## config.mk

```make
export PLATFORM = sky130hd
export DESIGN_NAME = regwrite_scheduler_flat
export DESIGN_NICKNAME = d
export VERILOG_FILES = /design/src/rtl/regwrite_scheduler_pkg.sv /design/src/rtl/regwrite_scheduler_if.sv /design/src/rtl/regwrite_scheduler_tag_fifo.sv /design/src/rtl/regwrite_scheduler.sv /design/src/flat_wrapper.sv
export SDC_FILE = /design/constraint.sdc
export NUM_CORES = 1
export LEC_CHECK = 0
export ABC_CLOCK_PERIOD_IN_PS = 3700
export CORE_MARGIN = 1.5
export CORE_UTILIZATION = 51
export CTS_BUF_LIST = sky130_fd_sc_hd__clkbuf_2 sky130_fd_sc_hd__clkbuf_4 sky130_fd_sc_hd__clkbuf_8
export CTS_CLUSTER_DIAMETER = 150
export DETAILED_ROUTE_END_ITERATION = 10
export GPL_ROUTABILITY_DRIVEN = 1
export PLACE_DENSITY = 0.8
export SETUP_SLACK_MARGIN = 0.15
export SLEW_MARGIN = 15
export SYNTH_ARGS = -nofsm -noshare
export SYNTH_HDL_FRONTEND = slang
export SYNTH_SLANG_ARGS = --single-unit
```

## constraint.sdc

```tcl
create_clock -name clock -period 3.7 [get_ports clock]
set_clock_uncertainty 0.1 [all_clocks]
set_input_delay 0.37 -clock clock [delete_from_list [all_inputs] [get_ports clock]]
set_output_delay 0.37 -clock clock [all_outputs]
set_load 0.1 [all_outputs]
```

## src/rtl/regwrite_scheduler_pkg.sv

```systemverilog
// Shared register-file constants and the write-port source encoding used by the
// writeback scheduler.
package regwrite_scheduler_pkg;

  localparam int REG_ADDR_W = 5;
  localparam int NUM_REGS   = 32;
  localparam logic [REG_ADDR_W-1:0] REG_ZERO = 5'd0;
  localparam logic [REG_ADDR_W-1:0] REG_RA   = 5'd31;

  typedef enum logic [1:0] {
    WB_NONE,
    WB_LOAD,
    WB_HOLD,
    WB_ALU
  } wb_src_e;

  // One-hot scoreboard mask; register 0 never produces a bit.
  function automatic logic [NUM_REGS-1:0] reg_mask(input logic [REG_ADDR_W-1:0] a);
    reg_mask = '0;
    if (a != REG_ZERO) reg_mask[a] = 1'b1;
  endfunction

endpackage

```

## src/rtl/regwrite_scheduler_if.sv

```systemverilog
// Issue, load-response and register-file write port bundle of the writeback scheduler.
interface regwrite_scheduler_if #(
  parameter int DATA_W   = 32,
  parameter int LQ_DEPTH = 2
);
  import regwrite_scheduler_pkg::*;

  logic                      iss_valid;
  logic [REG_ADDR_W-1:0]     iss_rs;
  logic [REG_ADDR_W-1:0]     iss_rt;
  logic                      iss_use_rs;
  logic                      iss_use_rt;
  logic                      iss_wr_en;
  logic [REG_ADDR_W-1:0]     iss_wr_addr;
  logic                      iss_is_load;
  logic [DATA_W-1:0]         iss_alu_data;
  logic                      stall;
  logic                      ld_issue;
  logic                      ld_rsp_valid;
  logic [DATA_W-1:0]         ld_rsp_data;
  logic                      wb_en;
  logic [REG_ADDR_W-1:0]     wb_addr;
  logic [DATA_W-1:0]         wb_data;
  logic [NUM_REGS-1:0]       pending;
  logic [$clog2(LQ_DEPTH):0] ld_count;
  logic                      err_rsp;

  modport slave (
    input  iss_valid, iss_rs, iss_rt, iss_use_rs, iss_use_rt, iss_wr_en,
           iss_wr_addr, iss_is_load, iss_alu_data, ld_rsp_valid, ld_rsp_data,
    output stall, ld_issue, wb_en, wb_addr, wb_data, pending, ld_count, err_rsp
  );

  modport master (
    output iss_valid, iss_rs, iss_rt, iss_use_rs, iss_use_rt, iss_wr_en,
           iss_wr_addr, iss_is_load, iss_alu_data, ld_rsp_valid, ld_rsp_data,
    input  stall, ld_issue, wb_en, wb_addr, wb_data, pending, ld_count, err_rsp
  );

endinterface

```

## src/rtl/regwrite_scheduler_tag_fifo.sv

```systemverilog
// In-order destination-tag FIFO for outstanding loads; push on full and pop on
// empty are ignored.
module regwrite_scheduler_tag_fifo #(
  parameter int DEPTH = 2,
  parameter int W     = 5
) (
  input  logic                     clock,
  input  logic                     reset,
  input  logic                     i_push,
  input  logic [W-1:0]             i_push_data,
  input  logic                     i_pop,
  output logic [W-1:0]             o_pop_data,
  output logic                     o_full,
  output logic                     o_empty,
  output logic [$clog2(DEPTH):0]   o_count
);

  localparam int PTR_W = $clog2(DEPTH);
  localparam int CNT_W = PTR_W + 1;

  logic [W-1:0]     r_mem [DEPTH];
  logic [PTR_W-1:0] r_wr_ptr;
  logic [PTR_W-1:0] r_rd_ptr;
  logic [CNT_W-1:0] r_count;
  logic             w_do_push;
  logic             w_do_pop;

  assign o_full     = (r_count == CNT_W'(DEPTH));
  assign o_empty    = (r_count == '0);
  assign o_count    = r_count;
  assign o_pop_data = r_mem[r_rd_ptr];
  assign w_do_push  = i_push & ~o_full;
  assign w_do_pop   = i_pop & ~o_empty;

  // DEPTH is a power of two, so pointers wrap naturally.
  always_ff @(posedge clock or posedge reset) begin
    if (reset) begin
      r_wr_ptr <= '0;
      r_rd_ptr <= '0;
      r_count  <= '0;
    end else begin
      if (w_do_push) r_wr_ptr <= r_wr_ptr + 1'b1;
      if (w_do_pop)  r_rd_ptr <= r_rd_ptr + 1'b1;
      r_count <= r_count + CNT_W'(w_do_push) - CNT_W'(w_do_pop);
    end
  end

  always_ff @(posedge clock) begin
    if (w_do_push) r_mem[r_wr_ptr] <= i_push_data;
  end

endmodule

```

## src/rtl/regwrite_scheduler.sv

```systemverilog
// Register scoreboard and single write-port arbiter: stalls issue on RAW/WAW hazards,
// tracks in-order loads and merges load returns with ALU/JAL writebacks.
module regwrite_scheduler
  import regwrite_scheduler_pkg::*;
#(
  parameter int DATA_W   = 32,
  parameter int LQ_DEPTH = 2
) (
  input  logic                 clock,
  input  logic                 reset,
  regwrite_scheduler_if.slave  bus
);

  localparam int CNT_W = $clog2(LQ_DEPTH) + 1;

  logic [NUM_REGS-1:0]   r_pending;
  logic                  r_hold_valid;
  logic [REG_ADDR_W-1:0] r_hold_addr;
  logic [DATA_W-1:0]     r_hold_data;
  logic                  r_wb_en;
  logic [REG_ADDR_W-1:0] r_wb_addr;
  logic [DATA_W-1:0]     r_wb_data;
  logic                  r_err_rsp;

  logic                  w_raw_rs;
  logic                  w_raw_rt;
  logic                  w_waw;
  logic                  w_stall;
  logic                  w_accept;
  logic                  w_ld_push;
  logic [REG_ADDR_W-1:0] w_push_tag;
  logic                  w_alu_req;
  logic                  w_ld_pop;
  logic [REG_ADDR_W-1:0] w_pop_tag;
  logic                  w_fifo_full;
  logic                  w_fifo_empty;
  logic [CNT_W-1:0]      w_count;
  logic [NUM_REGS-1:0]   w_set;
  logic [NUM_REGS-1:0]   w_clr;
  wb_src_e               w_src;

  assign w_raw_rs  = bus.iss_use_rs && (bus.iss_rs != REG_ZERO) && r_pending[bus.iss_rs];
  assign w_raw_rt  = bus.iss_use_rt && (bus.iss_rt != REG_ZERO) && r_pending[bus.iss_rt];
  assign w_waw     = bus.iss_wr_en && (bus.iss_wr_addr != REG_ZERO) && r_pending[bus.iss_wr_addr];
  assign w_stall   = bus.iss_valid & (w_raw_rs | w_raw_rt | w_waw
                   | (bus.iss_is_load & w_fifo_full)
                   | (~bus.iss_is_load & bus.iss_wr_en & r_hold_valid));
  assign w_accept  = bus.iss_valid & ~w_stall;
  assign w_ld_push = w_accept & bus.iss_is_load;
  assign w_push_tag = bus.iss_wr_en ? bus.iss_wr_addr : REG_ZERO;
  assign w_alu_req = w_accept & ~bus.iss_is_load & bus.iss_wr_en & (bus.iss_wr_addr != REG_ZERO);
  assign w_ld_pop  = bus.ld_rsp_valid & ~w_fifo_empty;

  regwrite_scheduler_tag_fifo #(
    .DEPTH (LQ_DEPTH),
    .W     (REG_ADDR_W)
  ) u_tag_fifo (
    .clock       (clock),
    .reset       (reset),
    .i_push      (w_ld_push),
    .i_push_data (w_push_tag),
    .i_pop       (w_ld_pop),
    .o_pop_data  (w_pop_tag),
    .o_full      (w_fifo_full),
    .o_empty     (w_fifo_empty),
    .o_count     (w_count)
  );

  always_comb begin
    w_src = WB_NONE;
    if (w_ld_pop)          w_src = WB_LOAD;
    else if (r_hold_valid) w_src = WB_HOLD;
    else if (w_alu_req)    w_src = WB_ALU;
  end

  // The clear follows the registered writeback, so a dependent sees the bit drop
  // one cycle after wb_en; OR-ing the set last makes a same-cycle set win.
  assign w_set = (w_ld_push ? reg_mask(w_push_tag) : '0)
               | (w_alu_req ? reg_mask(bus.iss_wr_addr) : '0);
  assign w_clr = r_wb_en ? reg_mask(r_wb_addr) : '0;

  always_ff @(posedge clock or posedge reset) begin
    if (reset) begin
      r_pending    <= '0;
      r_hold_valid <= 1'b0;
      r_hold_addr  <= '0;
      r_hold_data  <= '0;
      r_wb_en      <= 1'b0;
      r_wb_addr    <= '0;
      r_wb_data    <= '0;
      r_err_rsp    <= 1'b0;
    end else begin
      r_pending <= (r_pending & ~w_clr) | w_set;

      case (w_src)
        WB_LOAD: begin
          r_wb_en   <= (w_pop_tag != REG_ZERO);
          r_wb_addr <= w_pop_tag;
          r_wb_data <= bus.ld_rsp_data;
        end
        WB_HOLD: begin
          r_wb_en   <= 1'b1;
          r_wb_addr <= r_hold_addr;
          r_wb_data <= r_hold_data;
        end
        WB_ALU: begin
          r_wb_en   <= 1'b1;
          r_wb_addr <= bus.iss_wr_addr;
          r_wb_data <= bus.iss_alu_data;
        end
        default: r_wb_en <= 1'b0;
      endcase

      // A new ALU request only exists while the hold buffer is empty.
      if (w_src == WB_HOLD) r_hold_valid <= 1'b0;
      if (w_alu_req && (w_src != WB_ALU)) begin
        r_hold_valid <= 1'b1;
        r_hold_addr  <= bus.iss_wr_addr;
        r_hold_data  <= bus.iss_alu_data;
      end

      if (bus.ld_rsp_valid && w_fifo_empty) r_err_rsp <= 1'b1;
    end
  end

  assign bus.stall    = w_stall;
  assign bus.ld_issue = w_ld_push;
  assign bus.wb_en    = r_wb_en;
  assign bus.wb_addr  = r_wb_addr;
  assign bus.wb_data  = r_wb_data;
  assign bus.pending  = r_pending;
  assign bus.ld_count = w_count;
  assign bus.err_rsp  = r_err_rsp;

endmodule

```

## src/flat_wrapper.sv

```systemverilog
// flat-port wrapper written by rule: the top's interface ports become plain ports
module regwrite_scheduler_flat import regwrite_scheduler_pkg::*;
#(
  parameter int DATA_W   = 32,
  parameter int LQ_DEPTH = 2
)
  (clock, reset, bus_iss_valid, bus_iss_rs, bus_iss_rt, bus_iss_use_rs, bus_iss_use_rt, bus_iss_wr_en, bus_iss_wr_addr, bus_iss_is_load, bus_iss_alu_data, bus_ld_rsp_valid, bus_ld_rsp_data, bus_stall, bus_ld_issue, bus_wb_en, bus_wb_addr, bus_wb_data, bus_pending, bus_ld_count, bus_err_rsp);
  regwrite_scheduler_if #(.DATA_W(DATA_W), .LQ_DEPTH(LQ_DEPTH)) bus_i ();
  input  logic clock;
  input  logic reset;
  input wire logic [$bits(bus_i.iss_valid)-1:0] bus_iss_valid;
  input wire logic [$bits(bus_i.iss_rs)-1:0] bus_iss_rs;
  input wire logic [$bits(bus_i.iss_rt)-1:0] bus_iss_rt;
  input wire logic [$bits(bus_i.iss_use_rs)-1:0] bus_iss_use_rs;
  input wire logic [$bits(bus_i.iss_use_rt)-1:0] bus_iss_use_rt;
  input wire logic [$bits(bus_i.iss_wr_en)-1:0] bus_iss_wr_en;
  input wire logic [$bits(bus_i.iss_wr_addr)-1:0] bus_iss_wr_addr;
  input wire logic [$bits(bus_i.iss_is_load)-1:0] bus_iss_is_load;
  input wire logic [$bits(bus_i.iss_alu_data)-1:0] bus_iss_alu_data;
  input wire logic [$bits(bus_i.ld_rsp_valid)-1:0] bus_ld_rsp_valid;
  input wire logic [$bits(bus_i.ld_rsp_data)-1:0] bus_ld_rsp_data;
  output wire logic [$bits(bus_i.stall)-1:0] bus_stall;
  output wire logic [$bits(bus_i.ld_issue)-1:0] bus_ld_issue;
  output wire logic [$bits(bus_i.wb_en)-1:0] bus_wb_en;
  output wire logic [$bits(bus_i.wb_addr)-1:0] bus_wb_addr;
  output wire logic [$bits(bus_i.wb_data)-1:0] bus_wb_data;
  output wire logic [$bits(bus_i.pending)-1:0] bus_pending;
  output wire logic [$bits(bus_i.ld_count)-1:0] bus_ld_count;
  output wire logic [$bits(bus_i.err_rsp)-1:0] bus_err_rsp;
  assign bus_i.iss_valid = bus_iss_valid;
  assign bus_i.iss_rs = bus_iss_rs;
  assign bus_i.iss_rt = bus_iss_rt;
  assign bus_i.iss_use_rs = bus_iss_use_rs;
  assign bus_i.iss_use_rt = bus_iss_use_rt;
  assign bus_i.iss_wr_en = bus_iss_wr_en;
  assign bus_i.iss_wr_addr = bus_iss_wr_addr;
  assign bus_i.iss_is_load = bus_iss_is_load;
  assign bus_i.iss_alu_data = bus_iss_alu_data;
  assign bus_i.ld_rsp_valid = bus_ld_rsp_valid;
  assign bus_i.ld_rsp_data = bus_ld_rsp_data;
  assign bus_stall = bus_i.stall;
  assign bus_ld_issue = bus_i.ld_issue;
  assign bus_wb_en = bus_i.wb_en;
  assign bus_wb_addr = bus_i.wb_addr;
  assign bus_wb_data = bus_i.wb_data;
  assign bus_pending = bus_i.pending;
  assign bus_ld_count = bus_i.ld_count;
  assign bus_err_rsp = bus_i.err_rsp;
  regwrite_scheduler #(.DATA_W(DATA_W), .LQ_DEPTH(LQ_DEPTH)) u_core (.clock(clock), .reset(reset), .bus(bus_i));
endmodule
```

==> results of run 1 <==
==> flip-flops by register name (all words and copies together), names as in the netlist <==
register and cells:
u_core.u_tag_fifo.r_mem 10, u_core.r_hold_addr 5, u_core.u_tag_fifo.r_rd_ptr 1, u_core.bus.wb_data 32, u_core.r_hold_data 32, u_core.u_tag_fifo.o_count 2, u_core.r_hold_valid 1, u_core.bus.wb_en 1
u_core.bus.pending 32, u_core.u_tag_fifo.r_wr_ptr 1, u_core.bus.err_rsp 1, u_core.bus.wb_addr 5
==> stage by stage <==
stage	hold slack [ns]	instances	cell area, um2	total power [mW]	utilization (%)
floorplan	0.348	557	6380	6.07	-
global placement	0.343	870	8310	7.39	68.6
detailed placement	0.363	870	8310	7.46	68.6
CTS	0.324	902	8740	8.80	72.2
global route	0.388	905	8800	9.12	72.7
finish	0.315	905	8800	8.81	72.7
==> logic make-up after synthesis <==
family          share of synthesized area, %
compound gates                          20.6
xor+xnor                               0.550
fa+ha+maj                              0.550
buf+inv                                 4.46
flops                                   49.1
mux                                     16.2
simple gates                            8.50
==> Yosys cell counts, types with 3 or more instances <==
cell        n  area share (%)
and2_1      6            0.59
nor2_1     13            0.77
buf_8       3            0.71
nand2_1    19             1.1
a21oi_1    36             2.8
xnor2_1     4            0.55
o21ai_0    71             5.6
mux4_2     15             5.3
a31o_2      4            0.55
nand2b_1   13             1.3
a22oi_1    32             3.8
edfxtp_1   10             4.7
nor4_1      3            0.29
mux2_2     13             2.3
nand3b_1   13             1.5
nand3_1     8            0.63
mux2i_1    21             3.3
or3b_2      4            0.55
o22ai_1     4            0.39
o32ai_1    31             4.3
inv_1       8            0.47
dfrtp_1   113              44
clkbuf_1   25             1.5
mux2_1     30             5.3
or3_1       5            0.49
buf_2      14             1.1
==> layout make-up <==
type | instances | area [um2] | area share, %
flip-flops and latches | 123 | 3130 | 35.5
multi-input cells | 378 | 3000 | 34.1
repair buffers | 195 | 1990 | 22.6
clock buffers | 17 | 234 | 2.66
well taps | 168 | 210 | 2.39
clock inverters | 15 | 204 | 2.32
inverters | 9 | 40.0 | 0.455
==> where the power goes <==
part	switching (mW)	internal [mW]
clock network	0.534	0.788
registers	0.575	1.88
logic	3.67	1.36
==> metal layers <==
layer	global-route usage (%)	part of all wire, %
met1	36.4	41
met2	49.2	50
met3	7.01	7.0
met4	10.8	2.2
met5	0	0
==> path summary, 6_finish.rpt <==
| path | depth (start not counted) | end | slack (ns) | startpoint |
|---|---|---|---|---|
| min in group clock | 0 | u_core.bus.pending[0]$_DFF_PP0_ | 0.37 | u_core.bus.pending[0]$_DFF_PP0_ |
| min reg2reg | 0 | u_core.bus.pending[0]$_DFF_PP0_ | 0.37 | u_core.bus.pending[0]$_DFF_PP0_ |
| max | 9 | bus_ld_issue | 0.26 | bus_iss_wr_addr[0] |
| max reg2reg | 11 | u_core.u_tag_fifo.o_count[1]$_DFF_PP0_ | 0.63 | u_core.bus.pending[5]$_DFF_PP0_ |
| min | 2 | u_core.bus.err_rsp$_DFFE_PP0P_ | 0.32 | reset |
| max in group asynchronous | 3 | u_core.bus.wb_data[2]$_DFFE_PP0P_ | 2.45 | reset |
==> repair_timing <==
| action | in CTS | in global routing |
|---|---|---|
| setup endpoints to repair | 0 | 1 |
| setup buffers | 0 | 3 |
| resized for setup | 0 | 8 |
==> qor.yml, run 1 <==
root_buffer: "clkbuf_8"
crit_fanout: 3
worst_pin_slew_ns: 1.05
gp_congestion: 0.939
numClockSinks: 123
synth_top_flop_cell: "dfrtp_1"
portBuffers: 161
synth-seq-cells: 123
cts_max_path_buffers: 2
required_ns: 3.23
finalHoldViolCount: 0
routed_via_density: 6.15
io_pins: 162
p_leak_nw: 3.45
syn_area_per_cell_um2: 11.4
path_clk_slew_ns: 0.07
fin_setup_tns_ns: 0
start_util_pct: 52.6
first_pass_iters: 5
relSlewSlack_pct: 29.7
fin_crit_ns: 3.44
synth_cell_types: 54
crit_path_end_kind: "primary output"
dp_hpwl_um: 13000
cts_hold_buf: 0
area_delta_synth_final_pct: 38.2
status: "complete, no violations"
final_cell_mix: "clkdlybuf4s50_1, dfrtp_1, o21ai_0, a21oi_1, a22oi_1"
grt_start_max_net_pins: 59
async_flop_share_pct: 91.9
dpl_worst_slack_ns: 0.0427
rsz0062_at_grt: "no"
syn_area_um2: 6370
grt_pass1_wl_um: 29300
cts_max_level: 4
finalSetupViolCount: 0
clock_latency_ns: 0.45
fp-row-count: 40
antenna_found_initial: 0
die_w_um: 115
dr_total_vias: 5562
seq_area_frac_synth_pct: 49.1
crit_buf_inv: 4
crit_type: "in -> out"
nets: 813
cts_tree: "built"
synth_nets: 646
max_stage_delay_ns: 0.56
num_antenna_cells: 0
detail_route.wl_per_cell_um: 20.5
fin_ws_ns: 0.263
slowest_stage: "clkdlybuf4s50_1"
drt_iter0_markers: 521
critPathTopFamily: "buffers and inverters"
min_period_over_period_pct: 92.9
grt_overflow: 0
fillCellCount: 911
critPathArrivalTime_ns: 2.97
hp-class: "in -> async"
synth-edff-count: 10
core_um2: 12100
yosys_warnings: 0
fp.dieH_um: 115
wirelength_um: 18500
grt_pass1_vias: 5658
final_max_slew_viol_count: 0
final_common_cell: "clkdlybuf4s50_1"
track_usage_pct: 29.0
power_density_nw_per_um2: 1000
syn_inst: 557
crit_path_cell_trace: "clkdlybuf4s50_1 > mux4_2 > a2111oi_2 > o221ai_2 > a2111oi_4 > nand2_1 > buf_4 > clkinvlp_4 > buf_12"
drv_cap: 0
ir_drop_v: 0.000754
die-area_um2: 13200
max_freq_mhz: 291
drc_errors: 0
ant_nets: 0
cts_inserted_buffers: 17
drive_above_1_share_pct: 15.7
start_kind: "input pin"
No activity file was read; power rests on OpenSTA's default activity.
==> inputs of run 2 (changes only) <==
--- a/config.mk
+++ b/config.mk
@@ -18,3 +18,4 @@
 export SYNTH_ARGS = -nofsm -noshare
 export SYNTH_HDL_FRONTEND = slang
 export SYNTH_SLANG_ARGS = --single-unit
+export TNS_END_PERCENT = 50
==> qor.yml, run 2 (synthesized netlist as in run 1, its figures left out) <==
final_max_slew_viol_count: 0  # unchanged
clock_latency_ns: 0.43  # -0.02 ns
power_switching_share_pct: 56.7  # +2.4 points
power_frac_comb_pct: 59.3  # +2.1 points
final_common_cell: "clkdlybuf4s50_1"
area_delta_synth_final_pct: 36.5
crit_buf_inv: 3  # -1
num_antenna_cells: 0  # unchanged
critPathArrivalTime_ns: 2.99  # +0.02 ns
crit_fanout: 5  # +2
finalHoldViolCount: 0  # unchanged
grt_start_max_net_pins: 59  # unchanged
fp.dieH_um: 115  # unchanged
antenna_found_initial: 0  # unchanged
p_leak_nw: 3.40  # -1.6%
finalSetupViolCount: 0  # unchanged
portBuffers: 161  # unchanged
start_util_pct: 52.6  # unchanged
nets: 811  # -0.25%
ant_nets: 0  # unchanged
relSlewSlack_pct: 28.9  # -0.82 points
r2r_start: "u_core.bus.pending[2]$_DFF_PP0_"
internal_power_mw: 3.69  # -8.3%
design_area_um2: 8700  # -1.2%
max_freq_mhz: 289  # -0.80%
rsz0062_at_grt: "no"
crit_path_cell_trace: "mux4_2 > mux2i_1 > nor2_1 > o311a_1 > a2111oi_4 > nand2_1 > buf_4 > inv_1 > buf_12"
worst_pin_slew_ns: 1.06  # +0.0123 ns
fin_crit_ns: 3.46  # +0.0278 ns
cts_tree: "built"
place_area_um2: 8270  # -0.38%
final_util_pct: 71.8  # -0.90 points
min_period_over_period_pct: 93.6  # +0.75 points
grt_pass1_wl_um: 30000  # +2.3%
critPathLaunch: "u_core.bus.pending[15]$_DFF_PP0_"
cts_max_level: 4  # unchanged
wirelength_um: 18700  # +1.1%
crit_path_end_kind: "primary output"
fillCellCount: 897  # -1.5%
holdWs_ns: 0.299  # -0.0162 ns
drv_cap: 0  # unchanged
p_seq_share_pct: 28.8  # +1.0 points
hp-class: "in -> async"
start_kind: "flop"
clkPwrFrac_pct: 11.9  # -3.1 points
grt_overflow: 0  # unchanged
grt_pass1_vias: 5801  # +2.5%
status: "complete, no violations"
die_w_um: 115  # unchanged
core_um2: 12100  # unchanged
fp-row-count: 40  # unchanged
critPathTopFamily: "compound AO/OA/AOI/OAI gates"
numClockSinks: 123  # unchanged
max_stage_delay_ns: 0.50  # -0.06 ns
cts_max_path_buffers: 2  # unchanged
cts_inserted_buffers: 17  # unchanged
drc_errors: 0  # unchanged
power_density_nw_per_um2: 980  # -2.0%
final_cell_mix: "clkdlybuf4s50_1, dfrtp_1, o21ai_0, a21oi_1, a22oi_1"
gp_congestion: 0.910  # -3.1%
detail_route.wl_per_cell_um: 20.7  # +1.3%
track_usage_pct: 29.5  # +0.52 points
fin_setup_tns_ns: 0  # unchanged
dp_hpwl_um: 13400  # +3.1%
dr_total_vias: 5636  # +1.3%
crit_type: "reg -> out"
path_clk_slew_ns: 0.08  # about the same
io_pins: 162  # unchanged
switching_power_mw: 4.83  # +1.0%
required_ns: 3.23  # about the same
first_pass_iters: 7  # +2
drt_iter0_markers: 412  # -21%
ir_drop_v: 0.000621  # -18%
routed_via_density: 6.24  # +1.6%
root_buffer: "clkbuf_8"
die-area_um2: 13200  # unchanged
drive_above_1_share_pct: 15.5  # -0.23 points
slowest_stage: "mux4_2"
[run 2: timing repair]
item	4_1_cts	5_1_grt
endpoints found under the setup margin	1	1
pin swaps	2	2
resized for setup	2	9
hold buffers	0	0
buffers inserted	2	1
[run 2: worst register-to-register path, cell delays in order (launching register included)]
cell,delay [ns]
dfrtp_1,0.47
mux4_2,0.53
a2111oi_4,0.37
o221ai_2,0.18
buf_4,0.18
buf_4,0.14
nor4_4,0.23
buf_4,0.26
buf_12,0.26
o32ai_1,0.15
a21oi_1,0.20
[run 2: worst paths after layout]
check                                                endpoint  slack [ns]  depth (start not counted)
min in group clock             u_core.bus.err_rsp$_DFFE_PP0P_        0.37                          1
setup / recovery                                 bus_ld_issue        0.24                          9
setup reg to reg           u_core.bus.wb_data[30]$_DFFE_PP0P_        0.55                         10
hold reg to reg                u_core.bus.err_rsp$_DFFE_PP0P_        0.37                          1
max in group asynchronous   u_core.r_hold_data[3]$_DFFE_PP0P_        2.43                          3
hold / removal              u_core.r_hold_data[4]$_DFFE_PP0P_        0.30                          2
[run 2: metrics by stage]
| stage | worst slack (ns) | total power, mW | std cells |
|---|---|---|---|
| CTS | 0.154 | 8.50 | 902 |
| finish | 0.235 | 8.53 | 903 |
| detailed placement | 0.0287 | 7.45 | 868 |
| floorplan | 0.0617 | 6.07 | 557 |
| global route | 0.155 | 8.85 | 903 |
| global placement | 0.0916 | 7.36 | 868 |
[run 2: power by group through the flow]
stage	Combinational [mW]	Sequential, mW	Clock, mW
3_5_place_dp	5.01	2.45	0
4_1_cts	5.03	2.44	1.04
3_3_place_gp	4.93	2.43	0
5_1_grt	5.24	2.52	1.09
2_1_floorplan	1.10	4.97	0
6_report	5.06	2.45	1.02
[run 2: cell type report]
type                    count  area (um2)  area share (%)
flip-flops and latches    123        3130            36.0
multi-input cells         378        3030            34.9
repair buffers            193        1950            22.4
clock buffers              17         234            2.69
well taps                 168         210            2.42
clock inverters            15         103            1.18
inverters                   9        36.3           0.417
[run 2: metal layers]
layer	up-vias	part of all wire (%)	GRT usage [%]
li1	2476	-	-
met1	2772	40	37.0
met2	332	50	49.4
met3	56	7.8	7.01
met4	0	2.9	12.8
met5	-	0	0
